$ cat src/rtl/params_pkg.sv
// Shared parameters and state encoding for the instruction fetch path.
package params_pkg;

   localparam int ADDR_WIDTH = 8;
   localparam int DATA_WIDTH = 32;
   localparam int MEM_SIZE   = 128;

   typedef enum logic [1:0] {
      ST_IDLE  = 2'b00,
      ST_FETCH = 2'b01,
      ST_HOLD  = 2'b10,
      ST_FAULT = 2'b11
   } fetch_state_e;

endpackage

$ cat src/rtl/fetch_unit.sv
// Instruction fetch unit: drives PC to a combinational instruction memory,
// captures one word into the IR per request and holds it until acknowledged.
module fetch_unit
   import params_pkg::*;
#(
   parameter int ADDR_WIDTH = params_pkg::ADDR_WIDTH,
   parameter int DATA_WIDTH = params_pkg::DATA_WIDTH,
   parameter int MEM_SIZE   = params_pkg::MEM_SIZE,
   parameter logic [ADDR_WIDTH-1:0] RESET_PC = '0
) (
   input  logic                  clk_i,
   input  logic                  rst_ni,
   input  logic                  fetch_req_i,
   input  logic                  instr_ack_i,
   input  logic                  redirect_i,
   input  logic [ADDR_WIDTH-1:0] redirect_pc_i,
   output logic [ADDR_WIDTH-1:0] imem_addr_o,
   input  logic [DATA_WIDTH-1:0] imem_instr_i,
   output logic [DATA_WIDTH-1:0] instr_o,
   output logic [ADDR_WIDTH-1:0] instr_pc_o,
   output logic                  instr_valid_o,
   output logic [ADDR_WIDTH-1:0] pc_o,
   output logic                  fault_o
);

   // One extra bit so a MEM_SIZE of exactly 2^ADDR_WIDTH still compares correctly.
   localparam logic [ADDR_WIDTH:0] MEM_LIMIT = (ADDR_WIDTH+1)'(MEM_SIZE);

   fetch_state_e          state_r;
   logic [ADDR_WIDTH-1:0] pc_r;
   logic [DATA_WIDTH-1:0] ir_r;
   logic [ADDR_WIDTH-1:0] instr_pc_r;
   logic                  valid_r;
   logic                  fault_r;

   logic [ADDR_WIDTH-1:0] pc_inc_s;
   logic                  pc_in_range_s;

   // Next sequential PC and range check of the current fetch address.
   always_comb begin
      pc_inc_s      = pc_r + ADDR_WIDTH'(1);
      pc_in_range_s = 1'b0;
      if ({1'b0, pc_r} < MEM_LIMIT) begin
         pc_in_range_s = 1'b1;
      end else begin
         pc_in_range_s = 1'b0;
      end
   end

   // Fetch FSM with PC, IR and status registers; redirect outranks all else.
   always_ff @(posedge clk_i or negedge rst_ni) begin
      if (!rst_ni) begin
         state_r    <= ST_IDLE;
         pc_r       <= RESET_PC;
         ir_r       <= '0;
         instr_pc_r <= '0;
         valid_r    <= 1'b0;
         fault_r    <= 1'b0;
      end else begin
         case (state_r)
            ST_IDLE: begin
               if (redirect_i) begin
                  pc_r <= redirect_pc_i;
               end else if (fetch_req_i) begin
                  if (pc_in_range_s) begin
                     state_r <= ST_FETCH;
                  end else begin
                     state_r <= ST_FAULT;
                     fault_r <= 1'b1;
                  end
               end
            end
            ST_FETCH: begin
               if (redirect_i) begin
                  pc_r    <= redirect_pc_i;
                  state_r <= ST_IDLE;
                  valid_r <= 1'b0;
               end else begin
                  ir_r       <= imem_instr_i;
                  instr_pc_r <= pc_r;
                  pc_r       <= pc_inc_s;
                  state_r    <= ST_HOLD;
                  valid_r    <= 1'b1;
               end
            end
            ST_HOLD: begin
               if (redirect_i) begin
                  pc_r    <= redirect_pc_i;
                  state_r <= ST_IDLE;
                  valid_r <= 1'b0;
               end else if (instr_ack_i && fetch_req_i) begin
                  state_r <= ST_FETCH;
                  valid_r <= 1'b0;
               end else if (instr_ack_i) begin
                  state_r <= ST_IDLE;
                  valid_r <= 1'b0;
               end
            end
            ST_FAULT: begin
               // Terminal until reset: PC frozen, redirects ignored.
               state_r <= ST_FAULT;
               valid_r <= 1'b0;
               fault_r <= 1'b1;
            end
            default: begin
               state_r <= ST_IDLE;
               valid_r <= 1'b0;
            end
         endcase
      end
   end

   assign imem_addr_o   = pc_r;
   assign pc_o          = pc_r;
   assign instr_o       = ir_r;
   assign instr_pc_o    = instr_pc_r;
   assign instr_valid_o = valid_r;
   assign fault_o       = fault_r;

endmodule

$ cat config.mk
export PLATFORM = sky130hd
export DESIGN_NAME = fetch_unit
export DESIGN_NICKNAME = d
export VERILOG_FILES = /design/src/rtl/params_pkg.sv /design/src/rtl/fetch_unit.sv
export SDC_FILE = /design/constraint.sdc
export NUM_CORES = 1
export LEC_CHECK = 0
export ABC_AREA = 1
export CORE_MARGIN = 2
export CORE_UTILIZATION = 62
export DETAILED_ROUTE_END_ITERATION = 8
export DONT_BUFFER_PORTS = 1
export PLACE_DENSITY = 0.82
export SLEW_MARGIN = 20
export SYNTH_ARGS = -nofsm -noshare
export SYNTH_HDL_FRONTEND = slang
export SYNTH_SLANG_ARGS = --single-unit
$ cat constraint.sdc
create_clock -name clk_i -period 1.25 [get_ports clk_i]
set_input_delay 0.3125 -clock clk_i [delete_from_list [all_inputs] [get_ports clk_i]]
set_output_delay 0.3125 -clock clk_i [all_outputs]
set_load 0.02 [all_outputs]
==> flow_metrics.env, run 1 <==
export IMPL_total_power_mw=7.89
export IMPL_netlist_area_leader_share_pct=54.8
export IMPL_violations="hold timing"
export IMPL_core_area_sq_um=3660
export IMPL_drc_errors=0
export IMPL_die_y_um=65.9
export IMPL_antenna_found_initial=0
export IMPL_status="finished with violations"
export IMPL_grt_max_degree=53
export IMPL_r2r_start="state_r[0]$_DFFE_PN0P_"
export IMPL_drv_cap=0
export IMPL_place_ws_ns=0.0515
export IMPL_nets=339
export IMPL_holdCritPathClass="in -> async"
export IMPL_final_util_pct=72.5
export IMPL_grt_usage_pct=22.5
export IMPL_crit_required_ns=1.44
export IMPL_worst_setup_path_end_kind="flop"
export IMPL_diodes=0
export IMPL_async_flop_share_pct=100
export IMPL_cpMaxStageDelayCell="dfrtp_1"
export IMPL_reg2reg_to="imem_addr_o[2]$_DFFE_PN0P_"
export IMPL_top_layer="met4"
export IMPL_grt_pass1_vias=1596
export IMPL_cts_buffer_depth=2
export IMPL_worstPathArrival_ns=1.42
export IMPL_worst_slack_ns=0.0186
export IMPL_first_iter_violations=128
export IMPL_synth_cell_types=22
export IMPL_ys_seq_elements=52
export IMPL_netlist_area_sq_um=2370
export IMPL_finalNonFillerCells=342
export IMPL_crit_cells=6
export IMPL_powerDensity_nw_per_um2=2980
export IMPL_fin_setup_tns_ns=0
export IMPL_cellLeakagePower_nw=1.40
export IMPL_synth_most_common_cell="nand2_1"
export IMPL_drive_gt1_share_pct=15.6
export IMPL_grt_overflow=0
export IMPL_cts_sinks=52
export IMPL_r2r_cells=6
export IMPL_synth_common_cells="nand2_1, dfrtp_1, nand3_1"
export IMPL_synthesis_nets=328
export IMPL_die_area_sq_um=4340
export IMPL_slew_violations=0
export IMPL_holdWs_ns=-0.299
export IMPL_cts_tree="built"
export IMPL_ys_warn_count=0
export IMPL_wire_per_inst_um=14.8
export IMPL_drt_total_wl_um=5050
export IMPL_cp_cell_sequence="inv_2 > nor2_8 > buf_6 > or2_1 > nand3_1 > o21ai_1"
export IMPL_start_util_pct=64.9
export IMPL_dpl_cell_count=328
export IMPL_port_buffers=0
export IMPL_cts_inserted_buffers=5
export IMPL_timing_hold_violations_final=52
export IMPL_place_gp_congestion=0.795
export IMPL_ant_nets=0
export IMPL_clock_skew_ns=0.00514
export IMPL_rsz0062_at_grt="true"
export IMPL_vias=1868
export IMPL_synthCells=282
export IMPL_rrSetupSlack_ns=0.02
export IMPL_drt_first_pass_iters=4
export IMPL_place_area_sq_um=2460
export IMPL_crit_end="imem_addr_o[2]$_DFFE_PN0P_"
export IMPL_dp_hpwl_um=3530
export IMPL_wl_met3_um=478
export IMPL_dr_wl_met2_um=2270
export IMPL_path_max_fanout=8
export IMPL_finalCritPeriodShare_pct=98.5
export IMPL_slew_headroom_pct=82.4
export IMPL_crit_start="state_r[0]$_DFFE_PN0P_"
export IMPL_setup_viol=0
export IMPL_finalInstanceArea_sq_um=2650
export IMPL_worst_pin_slew_ns=0.264
export IMPL_clk_latency_ns=0.30
export IMPL_rows=22
export IMPL_synth_seq_area_share_pct=54.8
export IMPL_synthToLayoutAreaGrowth_pct=11.7
export IMPL_irDropWorstVdd_v=0.00158
export IMPL_h_tree_depth=2
export IMPL_die_x_um=65.9
export IMPL_period_minus_slack_ns=1.23
export IMPL_path_buf_inv=2
export IMPL_startpoint_type="flop"
export IMPL_fmax_mhz=812
export IMPL_viasPerCell=5.46
export IMPL_worst_setup_path_type="reg -> reg"
export IMPL_cpPeakStageDelay_ns=0.42
export IMPL_grt_first_pass_wirelength_um=7420
export IMPL_synth_edf_count=0
export IMPL_io_pins=103
export IMPL_cts_root_buffer="clkbuf_8"
export IMPL_path_clk_slew_ns=0.09
export IMPL_synthFlopType="dfrtp_1"
export IMPL_critical_path_top_delay_family="flip-flops"
export IMPL_yosys_area_top_type="dfrtp_1"
export IMPL_avgSynthCellArea_sq_um=8.42
export IMPL_synth_area_leaders="dfrtp_1, nand2_1, nand3_1, buf_4, inv_1"
export IMPL_met1_length_um=2190
kinds of logic after synthesis:
family | Yosys count | share of synthesized area (%)
AND/OR/NAND/NOR | 167 | 30.2
flip-flops | 52 | 54.8
buffers and inverters | 39 | 9.17
AO/OA/AOI/OAI | 22 | 4.95
XOR/XNOR | 1 | 0.369
adder cells (fa/ha/maj) | 1 | 0.527
final cells by class:
class | count | area (sq um)
flip-flops and latches | 52 | 1300
fillers | 301 | 1010
multi-input cells | 191 | 875
repair buffers | 26 | 258
clock buffers | 7 | 86.3
inverters | 17 | 63.8
well taps | 48 | 60.1
clock inverters | 1 | 7.51
power breakdown:
group	internal (mW)	switching, mW	leakage [nW]	total, mW
clock network	0.451	0.523	0.0445	0.974
logic	1.21	1.90	0.717	3.11
registers	2.45	1.36	0.642	3.81
total	4.11	3.78	1.40	7.89
cell usage in the layout, fill, tap and decap left out, drive strengths merged:
cell	Yosys	layout
nand3	49	49
inv	17	17
clkbuf	1	7
nand2	108	108
nor2	9	9
or2	1	1
a31oi	1	1
ha	1	1
o21ai	16	16
clkinvlp	0	1
o211ai	1	1
buf	21	26
dfrtp	52	52
a21oi	4	4
xor2	1	1
worst register-to-register path, delay by kind of cell, from the launching register on:
family | cells | cell delay [ns]
AND/OR/NAND/NOR | 3 | 0.35
AO/OA/AOI/OAI | 1 | 0.06
buffers and inverters | 2 | 0.28
flip-flops | 1 | 0.42
timing repair:
action | in CTS | in global routing
setup endpoints to repair | 2 | 44
gates resized for setup | 1 | 22
buffers inserted | 0 | 6
endpoints found under the hold margin | 52 | 52
pin swaps | 0 | 3
worst min path at each step:
stage / start / endpoint / slack (ns) / cells past startpoint
2_1_floorplan: rst_ni / fault_o$_DFFE_PN0P_ / 0.02 / 0
3_3_place_gp: rst_ni / instr_o[12]$_DFFE_PN0P_ / 0.02 / 0
3_5_place_dp: rst_ni / instr_o[17]$_DFFE_PN0P_ / 0.02 / 0
4_1_cts: rst_ni / imem_addr_o[0]$_DFFE_PN0P_ / -0.31 / 0
5_1_grt: rst_ni / instr_o[20]$_DFFE_PN0P_ / -0.32 / 0
6_report: rst_ni / instr_o[17]$_DFFE_PN0P_ / -0.30 / 0
sequential cells by signal, indices dropped and copies added, names as in the netlist:
register / cells
fault_o: 1
state_r: 2
imem_addr_o: 8
instr_o: 32
instr_pc_o: 8
instr_valid_o: 1
layer usage:
layer  track usage [%]  up-vias
met5                 0        -
met2              33.3       82
met1              30.2      866
met3              8.86       11
met4              7.55        0
li1                  -      909
(Power assumes the default switching activity.)
==> run 2: changes to the inputs <==
--- a/config.mk
+++ b/config.mk
@@ -6,6 +6,7 @@
 export NUM_CORES = 1
 export LEC_CHECK = 0
 export ABC_AREA = 1
+export CORE_ASPECT_RATIO = 1.25
 export CORE_MARGIN = 2
 export CORE_UTILIZATION = 62
 export DETAILED_ROUTE_END_ITERATION = 8
==> run 2 against run 1 <==
The flow still finishes with violations (hold timing); worst hold slack worse by 0.0092 ns; cell area increased by 0.52%; sequential share of layout area decreased by 0.30 points; flip-flop and latch count did not move; critical endpoint is now imem_addr_o[0].
==> flow_metrics.env, run 2 (synthesized netlist as in run 1, its figures left out) <==
export IMPL_status="finished with violations"
export IMPL_violations="hold timing"
export IMPL_path_clk_slew_ns=0.09
export IMPL_finalCritPeriodShare_pct=98.1
export IMPL_worst_slack_ns=0.0242
export IMPL_die_y_um=73.2
export IMPL_slew_violations=0
export IMPL_finalInstanceArea_sq_um=2670
export IMPL_h_tree_depth=2
export IMPL_port_buffers=0
export IMPL_drt_first_pass_iters=4
export IMPL_grtUsageMet2_pct=36.8
export IMPL_irDropWorstVdd_v=0.00165
export IMPL_grt_first_pass_wirelength_um=7210
export IMPL_die_area_sq_um=4340
export IMPL_timing_hold_violations_final=52
export IMPL_cpPeakStageDelay_ns=0.44
export IMPL_largest_reg_flops=32
export IMPL_wire_per_inst_um=15.3
export IMPL_finalNonFillerCells=337
export IMPL_regArea_sq_um=1300
export IMPL_total_power_mw=8.02
export IMPL_grt_pass1_vias=1595
export IMPL_cellLeakagePower_nw=1.43
export IMPL_cts_sinks=52
export IMPL_dp_hpwl_um=3250
export IMPL_multi_input_area_sq_um=875
export IMPL_io_pins=103
export IMPL_worstPathArrival_ns=0.91
export IMPL_cp_cell_sequence="buf_6"
export IMPL_antenna_found_initial=0
export IMPL_grt_usage_pct=22.1
export IMPL_cpMaxStageDelayCell="dfrtp_1"
export IMPL_drt_total_wl_um=5140
export IMPL_drv_cap=0
export IMPL_start_util_pct=63.8
export IMPL_final_util_pct=71.6
export IMPL_grt_max_degree=53
export IMPL_fin_setup_tns_ns=0
export IMPL_worst_setup_path_end_kind="output port"
export IMPL_worst_setup_path_type="reg -> out"
export IMPL_rows=25
export IMPL_met3_usage_pct=6.56
export IMPL_powerDensity_nw_per_um2=3010
export IMPL_layout_commonest_cell="nand2_1"
export IMPL_drc_errors=0
export IMPL_place_gp_congestion=0.827
export IMPL_place_ws_ns=0.0245
export IMPL_viasPerCell=5.51
export IMPL_startpoint_type="flop"
export IMPL_first_iter_violations=94
export IMPL_fmax_mhz=816
export IMPL_diodes=0
export IMPL_grt_overflow=0
export IMPL_slew_headroom_pct=81.6
export IMPL_path_max_fanout=4
export IMPL_reg2reg_to="imem_addr_o[0]$_DFFE_PN0P_"
export IMPL_cts_tree="built"
export IMPL_cts_buffer_depth=2
export IMPL_vias=1858
export IMPL_final_cell_mix="nand2_1, dfrtp_1, nand3_1"
export IMPL_busiest_layer="met2"
export IMPL_worst_pin_slew_ns=0.276
export IMPL_period_minus_slack_ns=1.23
export IMPL_nets=342
export IMPL_ant_nets=0
export IMPL_r2r_cells=5
export IMPL_clk_latency_ns=0.30
export IMPL_synthToLayoutAreaGrowth_pct=12.3
export IMPL_rsz0062_at_grt="true"
export IMPL_clock_skew_ns=0.00336
export IMPL_cts_root_buffer="clkbuf_8"
export IMPL_fillers=289
export IMPL_path_buf_inv=1
export IMPL_crit_required_ns=0.94
export IMPL_drive_gt1_share_pct=14.8
export IMPL_die_x_um=59.4
export IMPL_rrSetupSlack_ns=0.04
export IMPL_place_area_sq_um=2390
export IMPL_core_area_sq_um=3720
export IMPL_r2r_start="state_r[0]$_DFFE_PN0P_"
export IMPL_holdWs_ns=-0.308
export IMPL_holdCritPathClass="in -> async"
export IMPL_cts_inserted_buffers=5
export IMPL_critical_path_top_delay_family="flip-flops"
export IMPL_setup_viol=0
export IMPL_dpl_cell_count=314
export IMPL_use_met1_pct=27.6
[run 2: layer usage]
layer	wire length, um	vias up
met5	0	-
li1	-	922
met1	2200	845
met4	59	0
met3	421	6
met2	2460	85
[run 2: power by group]
part / total, mW / switching, mW / internal [mW]
Combinational: 3.12 / 1.94 / 1.17
Clock: 1.16 / 0.561 / 0.603
Sequential: 3.74 / 1.30 / 2.45
[run 2: layout make-up]
type / count / area share [%]
flip-flops and latches: 52 / 48.8
clock inverters: 3 / 1.74
repair buffers: 28 / 9.71
multi-input cells: 192 / 32.8
clock buffers: 5 / 2.58
well taps: 40 / 1.88
inverters: 17 / 2.49
[run 2: worst max-delay path by stage]
stage | cells after the start | end | startpoint | slack [ns]
floorplan | 8 | imem_addr_o[6]$_DFFE_PN0P_ | imem_addr_o[1]$_DFFE_PN0P_ | 0.006
global placement | 6 | instr_pc_o[0]$_DFFE_PN0P_ | state_r[0]$_DFFE_PN0P_ | 0.07
global route | 8 | imem_addr_o[6]$_DFFE_PN0P_ | imem_addr_o[1]$_DFFE_PN0P_ | -0.03
CTS | 6 | instr_pc_o[0]$_DFFE_PN0P_ | state_r[0]$_DFFE_PN0P_ | 0.00004
detailed placement | 5 | instr_o[6]$_DFFE_PN0P_ | state_r[0]$_DFFE_PN0P_ | 0.02
finish | 1 | imem_addr_o[0] | imem_addr_o[0]$_DFFE_PN0P_ | 0.02
[run 2: repair_timing]
item	CTS	global route
pin swaps	0	1
cloned	0	2
gates resized for setup	1	8
setup buffers	2	11
setup endpoints to repair	5	57
endpoints found under the hold margin	52	52
